## src/rtl/alu_pipe.sv

```systemverilog
// Registered ALU with valid/ready handshake, full flag set and an optional
// multi-cycle shift-add multiplier.
module alu_pipe #(
  parameter int WIDTH  = 8,
  parameter bit MUL_EN = 1'b1
) (
  input  logic             clk,
  input  logic             rst,
  input  logic             in_valid,
  output logic             in_ready,
  input  logic [WIDTH-1:0] a,
  input  logic [WIDTH-1:0] b,
  input  logic [3:0]       opcode,
  output logic             out_valid,
  input  logic             out_ready,
  output logic [WIDTH-1:0] result,
  output logic             flag_zero,
  output logic             flag_carry,
  output logic             flag_neg,
  output logic             flag_ovf,
  output logic             flag_illegal
);

  localparam int SW = $clog2(WIDTH);

  typedef enum logic [3:0] {
    OP_ADD = 4'd0, OP_SUB = 4'd1, OP_AND = 4'd2, OP_OR  = 4'd3, OP_XOR = 4'd4,
    OP_NOR = 4'd5, OP_SHL = 4'd6, OP_SHR = 4'd7, OP_ASR = 4'd8, OP_MUL = 4'd9
  } op_e;

  typedef enum logic {IDLE, MUL} state_e;

  typedef struct packed {
    logic [WIDTH-1:0] res;
    logic             zero;
    logic             carry;
    logic             neg;
    logic             ovf;
    logic             illegal;
  } out_t;

  state_e          state;
  logic [SW-1:0]   cnt;
  out_t            out_q;
  out_t            alu_pkt;
  out_t            mul_pkt;

  logic [2*WIDTH-1:0] mcand;
  logic [2*WIDTH-1:0] acc;
  logic [2*WIDTH-1:0] acc_next;
  logic [WIDTH-1:0]   mplier;

  logic          accept;
  logic          is_mul;
  logic [SW-1:0] sh;
  logic [WIDTH:0] sum, diff, shl_x, shr_x, asr_x;

  assign in_ready = (state == IDLE) && (!out_valid || out_ready);
  assign accept   = in_valid && in_ready;
  assign is_mul   = (opcode == OP_MUL) && MUL_EN;

  // Shifts run on a one-bit-extended operand so the last bit shifted out
  // lands in the extra position (and stays 0 for a zero shift).
  assign sh    = b[SW-1:0];
  assign sum   = {1'b0, a} + {1'b0, b};
  assign diff  = {1'b0, a} - {1'b0, b};
  assign shl_x = {1'b0, a} << sh;
  assign shr_x = {a, 1'b0} >> sh;
  assign asr_x = $signed({a, 1'b0}) >>> sh;

  always_comb begin
    // NOTE: every comb output gets a default first so no path infers a latch.
    alu_pkt = '0;
    unique case (opcode)
      OP_ADD: begin
        alu_pkt.res   = sum[WIDTH-1:0];
        alu_pkt.carry = sum[WIDTH];
        alu_pkt.ovf   = (a[WIDTH-1] == b[WIDTH-1]) && (sum[WIDTH-1] != a[WIDTH-1]);
      end
      OP_SUB: begin
        alu_pkt.res   = diff[WIDTH-1:0];
        alu_pkt.carry = diff[WIDTH];
        alu_pkt.ovf   = (a[WIDTH-1] != b[WIDTH-1]) && (diff[WIDTH-1] != a[WIDTH-1]);
      end
      OP_AND: alu_pkt.res = a & b;
      OP_OR:  alu_pkt.res = a | b;
      OP_XOR: alu_pkt.res = a ^ b;
      OP_NOR: alu_pkt.res = ~(a | b);
      OP_SHL: begin
        alu_pkt.res   = shl_x[WIDTH-1:0];
        alu_pkt.carry = shl_x[WIDTH];
      end
      OP_SHR: begin
        alu_pkt.res   = shr_x[WIDTH:1];
        alu_pkt.carry = shr_x[0];
      end
      OP_ASR: begin
        alu_pkt.res   = asr_x[WIDTH:1];
        alu_pkt.carry = asr_x[0];
      end
      OP_MUL:  alu_pkt.illegal = !MUL_EN;
      default: alu_pkt.illegal = 1'b1;
    endcase
    alu_pkt.zero = (alu_pkt.res == '0);
    alu_pkt.neg  = alu_pkt.res[WIDTH-1];
  end

  // One partial product per cycle; the final iteration's sum is the product.
  assign acc_next = acc + (mplier[0] ? mcand : '0);

  always_comb begin
    mul_pkt       = '0;
    mul_pkt.res   = acc_next[WIDTH-1:0];
    mul_pkt.carry = |acc_next[2*WIDTH-1:WIDTH];
    mul_pkt.zero  = (acc_next[WIDTH-1:0] == '0);
    mul_pkt.neg   = acc_next[WIDTH-1];
  end

  // NOTE: multiplier datapath registers carry no reset; they are always
  // loaded on MUL accept before being read.
  always_ff @(posedge clk) begin
    if (accept && is_mul) begin
      mcand  <= {{WIDTH{1'b0}}, a};
      mplier <= b;
      acc    <= '0;
    end else if (state == MUL) begin
      acc    <= acc_next;
      mcand  <= mcand << 1;
      mplier <= mplier >> 1;
    end
  end

  always_ff @(posedge clk) begin
    if (rst) begin
      state     <= IDLE;
      cnt       <= '0;
      out_valid <= 1'b0;
      out_q     <= '0;
    end else begin
      // NOTE: the drain clear comes first so a result written later in this
      // block on the same edge overrides it (last non-blocking write wins).
      if (out_valid && out_ready) out_valid <= 1'b0;
      unique case (state)
        IDLE: begin
          if (accept) begin
            if (is_mul) begin
              state <= MUL;
              cnt   <= '0;
            end else begin
              out_q     <= alu_pkt;
              out_valid <= 1'b1;
            end
          end
        end
        MUL: begin
          cnt <= cnt + SW'(1);
          if (cnt == SW'(WIDTH - 1)) begin
            out_q     <= mul_pkt;
            out_valid <= 1'b1;
            state     <= IDLE;
            cnt       <= '0;
          end
        end
        default: state <= IDLE;
      endcase
    end
  end

  assign result       = out_q.res;
  assign flag_zero    = out_q.zero;
  assign flag_carry   = out_q.carry;
  assign flag_neg     = out_q.neg;
  assign flag_ovf     = out_q.ovf;
  assign flag_illegal = out_q.illegal;

endmodule

```

## config.mk

```make
export PLATFORM = sky130hd
export DESIGN_NAME = alu_pipe
export DESIGN_NICKNAME = d
export VERILOG_FILES = /design/src/rtl/alu_pipe.sv
export SDC_FILE = /design/constraint.sdc
export NUM_CORES = 1
export LEC_CHECK = 0
export CORE_AREA = 3 3 109 111
export DETAILED_ROUTE_END_ITERATION = 12
export DIE_AREA = 0 0 112 114
export MAX_ROUTING_LAYER = met4
export PLACE_DENSITY = 0.75
export SYNTH_ARGS = -nofsm -noshare
export SYNTH_HDL_FRONTEND = slang
export SYNTH_SLANG_ARGS = --single-unit
export TNS_END_PERCENT = 10
```

## constraint.sdc

```tcl
create_clock -name clk -period 3.45 [get_ports clk]
set_clock_uncertainty 0.15 [all_clocks]
set_input_delay 0.8625 -clock clk [delete_from_list [all_inputs] [get_ports clk]]
set_output_delay 0.8625 -clock clk [all_outputs]
set_load 0.05 [all_outputs]
```

# Yosys cells after proc, flatten, opt, wreduce, memory -nomap -nowiden
# Index checks and enable logic that the tools add are counted.
[op_classes] n_addsub=4 eq_ne=18 shift=3 muxes=26 n_bitwise=5 n_reduce_logical=16
[op_table] operator="8-bit one-hot mux with 9 select lines" count=1
[op_table] operator="13-bit 2-to-1 mux" count=3
[op_table] operator="8-bit 2-to-1 mux" count=4
[op_table] operator="13-bit one-hot mux with 2 select lines" count=1
[op_table] operator="16-bit adder" count=1
[op_table] operator="4-bit by 3-bit == test with 1-bit output, second input constant" count=4
[op_table] operator="8-bit logical NOT" count=2
[op_table] operator="16-bit 2-to-1 mux" count=1
[op_table] operator="8-bit by 8-bit adder with 9-bit output" count=1
[op_table] operator="3-bit 2-to-1 mux" count=3
[op_table] operator="9-bit OR reduction" count=1
[op_table] operator="8-bit by 3-bit << shifter with 9-bit output" count=1
[op_table] operator="9-bit by 3-bit right shift with 9-bit output" count=1
[op_table] operator="9-bit by 3-bit >>> shifter with 9-bit output" count=1
[op_table] operator="8-bit by 8-bit subtractor with 9-bit output" count=1
[op_table] operator="8-bit bitwise AND" count=1
[op_table] operator="4-bit by 2-bit == test with 1-bit output, second input constant" count=2
[op_table] operator="4-bit == test, second input constant" count=2
[op_table] operator="1-bit 2-to-1 mux" count=8
[op_table] operator="8-bit NOT" count=1
[op_table] operator="8-bit bitwise OR" count=1
[op_table] operator="8-bit OR reduction" count=1
[op_table] operator="8-bit XOR" count=1
[op_table] operator="1-bit logical AND" count=6
[op_table] operator="17 further kinds" count=23
[word_totals] reg_bits=58 in_bits=24 output_inout_bits=15 elab_cells=85

# Depth between registers and ports, before layout
# Gate-level depths: netlist of the first run.
[logic_depth] ltp_word=7 mapped_depth=12 depth_no_buf=11

# Least setup slack after synthesis of the first run
# OpenSTA, ideal clock, no wires.
[synth_path] kind="in2reg" start="input b[2]" end="register out_q, in the netlist flag_zero" setup_ns=0.088 arrival_time_ns=3.088 t_required_ns=3.212 slack_ns=0.124 stages=11 n_path_buf=1 path_cell_list="buf_2 -> inv_1 -> ha_1 -> nor2b_1 -> o21ai_0 -> nand2b_1 -> a31oi_1 -> xnor2_1 -> o211ai_1 -> or4_1 -> o32ai_2"
[synth_via] elab_chain_len=7 elab_cells_between_ends=14 classes_between="add/sub: 2; shift: 3; mux: 4; bitwise: 4; reduce/logical: 1"
[synth_lines] element="from (decl)" line_no="12" source="input logic [WIDTH-1:0] b,"
[synth_lines] element="parallel branches: the longest is 2 deep, another holds 8-bit by 8-bit subtractor with 9-bit output"
[synth_lines] element="8-bit one-hot mux with 9 select lines (*)" line_no="74" source="unique case (opcode)"
[synth_lines] element="8-bit logical NOT (*)" line_no="104" source="alu_pkt.zero = (alu_pkt.res == '0);"
[synth_lines] element="13-bit 2-to-1 mux (*)" line_no="146" source="if (is_mul) begin"
[synth_lines] element="13-bit 2-to-1 mux (*)" line_no="145" source="if (accept) begin"
[synth_lines] element="13-bit one-hot mux with 2 select lines (*)" line_no="143" source="unique case (state)"
[synth_lines] element="to (signal assigned)" line_no="150" source="out_q <= alu_pkt;"
[synth_lines] element="to (signal assigned)" line_no="158" source="out_q <= mul_pkt;"
[synth_lines] element="to (decl)" line_no="44" source="out_t out_q;"
# Every way passes the cells marked *. The select of a mux whose other input is x is not followed.
# A chain may end at the register's enable or synchronous reset.

# Worst setup path after layout of the first run
[layout_path] start="input a[2]" end="register out_q, in the netlist flag_zero"
[layout_via] elab_chain_len=7 elab_cells_between_ends=14 classes_between="add/sub: 2; shift: 3; mux: 4; bitwise: 4; reduce/logical: 1"
[layout_lines] element="from (decl)" line_no="11" source="input logic [WIDTH-1:0] a,"
[layout_lines] element="parallel branches: the longest is 2 deep, another holds 8-bit by 8-bit subtractor with 9-bit output"
[layout_lines] element="8-bit one-hot mux with 9 select lines (*)" line_no="74"
[layout_lines] element="8-bit logical NOT (*)" line_no="104"
[layout_lines] element="13-bit 2-to-1 mux (*)" line_no="146"
[layout_lines] element="13-bit 2-to-1 mux (*)" line_no="145"
[layout_lines] element="13-bit one-hot mux with 2 select lines (*)" line_no="143"
# Marked as above.

==> impl_metrics.tcl, run 1 <==
set metrics [dict create \
    ys_seq_area_share_pct 26.4 \
    h-tree-depth 3 \
    clkTransAtPathRegs_ns 0.07 \
    power_density_mw_per_mm2 416 \
    cts.path.max_buffers 2 \
    yosysTopAreaCell "dfxtp_1" \
    rows 38 \
    syn_area_mm2 0.00493 \
    num_vias 5189 \
    cts_root_buffer "clkbuf_8" \
    tns_ns 0 \
    n_antenna_cell 0 \
    die_h_um 114 \
    setup_ws_ns 0.0952 \
    ios 39 \
    io_buffers 38 \
    holdPathStages 2 \
    cts.sinks 57 \
    firstDrtPassIters 5 \
    critPathBufInv 2 \
    final_antenna_net_count 0 \
    grt_pass1_vias 5257 \
    yosysWarnings 0 \
    gp_congestion 0.918 \
    irDropWorstVdd_v 0.000331 \
    critical_path.top_delay_family "simple AND/OR/NAND/NOR gates" \
    hold_violations 0 \
    crit_required_ns 3.56 \
    synth_ff_type "dfxtp_1" \
    cp_max_fo 5 \
    die_w_um 112 \
    pre_cts_ws_ns -0.618 \
    placedCellCount 880 \
    worst-setup-path-type "in2reg" \
    netlist.area_leader.share_pct 16.7 \
    synthToLayoutAreaGrowth_pct 33.8 \
    grt_pass1_wl_mm 25.6 \
    core_mm2 0.0109 \
    cp-end-kind "flop" \
    ctsHoldBuffers 0 \
    arrival_ns 3.46 \
    r2r_cells 11 \
    route.detailed.wl_per_inst_um 17.2 \
    num-nets-final 823 \
    grtUsageTotal_pct 25.3 \
    worstSkewPairLatency_ns 0.34 \
    cts_buffers 9 \
    synthTopCellsByArea "dfxtp_1 (17%), ha_1 (11%), edfxtp_1 (9.8%)" \
    fp.dieArea_mm2 0.0128 \
    nFillCells 955 \
    grt_remaining_overflow 0 \
    drive_above_1_share_pct 22.5 \
    synth_fp_nets 699 \
    slew_violations 0 \
    synth-edff-count 16 \
    worstMarginPinSlew_ns 0.612 \
    regArea_mm2 0.00130 \
    period_minus_slack_ns 3.35 \
    maxSlewHeadroom_pct 58.1 \
    drv_cap 0 \
    antenna_found_initial 0 \
    drt-initial-drc-count 502 \
    worst_path_max_delay_cell "or4_4" \
    synthArstFlopShare_pct 0 \
    grt_max_degree 46 \
    cp-start-kind "input pin" \
    synth-seq-cells 57 \
    hpwl_mm 12.1 \
    avgViaCountPerCell 5.77 \
    fmax_ghz 0.298 \
    worstSetupPathDepth 11 \
    min_period_over_period_pct 97.2 \
    drc 0 \
    cpPeakStageDelay_ns 0.56 \
    stdcell_count 899 \
    fin_util_pct 60.6 \
    status "complete, no violations" \
    syn_inst 630 \
    power_leakage_uw 0.00288 \
    hold_class "reg2reg" \
    multi_input_area_mm2 0.00347 \
    syn_area_per_cell_um2 7.82 \
    wl_mm 15.4 \
    cts_tree "yes" \
    start_util_pct 45.3 \
    yosysUniqueCellTypes 67 \
    cp_cell_sequence "clkdlybuf4s50_1 > inv_1 > ha_4 > nor2b_2 > o21ai_0 > nand2b_1 > a31oi_2 > xnor2_1 > o211ai_1 > or4_4 > o32ai_2" \
    setup_violations 0 \
]
## worst min-delay path, stage by stage (launching register included)
cell	delay, ns
dfxtp_1	0.31
nand2_1	0.05
nand2_1	0.04
## logic make-up (layout without fill, tap and decap cells)
| kind of cell | count (synthesis) | after routing | synth area share, % |
|---|---|---|---|
| simple gates | 225 | 225 | 21.2 |
| buf+inv | 73 | 202 | 6.09 |
| xor+xnor | 17 | 17 | 3.02 |
| flops | 57 | 57 | 26.4 |
| mux | 17 | 17 | 5.71 |
| compound gates | 196 | 196 | 25.7 |
| fa+ha+maj | 45 | 45 | 11.9 |
## layout make-up
cell class                 count  area share [%]
clock buffer                  12            3.02
clock inverter                 4           0.531
inverter                      33            1.88
multi-input combinational    500            52.6
sequential                    57            19.7
tap                          140            2.66
timing repair buffer         153            19.5
## worst paths after layout
path         slack [ns]          to      from
max                 0.1   flag_zero      a[2]
min                0.30      acc[7]    acc[7]
max reg2reg        0.26  flag_carry  mcand[0]
min reg2reg        0.30      acc[7]    acc[7]
## synthesized netlist by cell type, drive strengths merged (6+ instances only)
| cell type | instances |
|---|---|
| xnor2 | 12 |
| clkbuf | 25 |
| nor4 | 8 |
| a21o | 6 |
| o21ai | 62 |
| a211oi | 9 |
| dfxtp | 41 |
| buf | 15 |
| inv | 33 |
| o22ai | 7 |
| and2 | 17 |
| ha | 42 |
| nand2 | 104 |
| nand3 | 13 |
| mux2i | 9 |
| a21oi | 46 |
| nor2 | 42 |
| nor3 | 10 |
| mux4 | 8 |
| edfxtp | 16 |
| nand2b | 7 |
| o211ai | 7 |
## power breakdown
part           switching, µW  internal [µW]  leakage (µW)
clock network            295            399      0.000119
logic                    654            512       0.00228
registers               76.7            807      0.000484
total                   1030           1720       0.00288
## metrics by stage
stage | area, µm² | power [µW] | hold WS [ns]
global route | 6590 | 2910 | 0.331
finish | 6590 | 2740 | 0.301
detailed placement | 6170 | 2000 | 0.294
global placement | 6170 | 1950 | 0.285
floorplan | 4930 | 1610 | 0.277
CTS | 6490 | 2710 | 0.304
## cell usage in the layout, fill, tap and decap left out, drive strengths merged, types with 3 or more instances in the layout
master,n
a21oi,46
dlymetal6s2s,5
nand4,3
or4,3
a221oi,4
nand2,104
and2,17
nand4b,3
buf,116
clkdlybuf4s50,31
clkbuf,13
o221ai,3
ha,42
nor4,8
nor3,10
edfxtp,16
a211oi,9
a22o,5
dfxtp,41
xnor2,12
a2111oi,5
o21ai,62
o21a,4
a31oi,5
fa,3
mux2i,9
inv,35
a311oi,5
mux4,8
a21o,6
nor2,42
o21bai,5
nand2b,7
and3,4
a22oi,4
nand3,13
o211ai,7
xor2,5
o22ai,7
## timing repair
action                                  in CTS  in global routing
pin swaps                                    6                 10
buffers inserted                             3                  0
endpoints found under the setup margin       5                  5
resized for setup                           18                 26
## routing by layer
metal,up-vias,wire (µm),GRT usage (%)
met1,2440,6530,30.4
met4,0,590,9.94
met2,160,7650,43.7
li1,2545,-,-
met3,44,676,2.86
met5,-,0,-
## flip-flops by register name, indices dropped and copies added (netlist names)
signal,count
out_valid,1
state,1
mplier,8
result,8
flag_carry,1
flag_ovf,1
flag_zero,1
acc,16
cnt,3
mcand,16
flag_illegal,1
Note: power is estimated with default switching activity, not from simulation.
==> run 2: changes to the inputs <==
- SLEW_MARGIN: not set -> 20
==> results of run 2 <==
No change in the layout: final DEF, timing and power equal those of run 1.
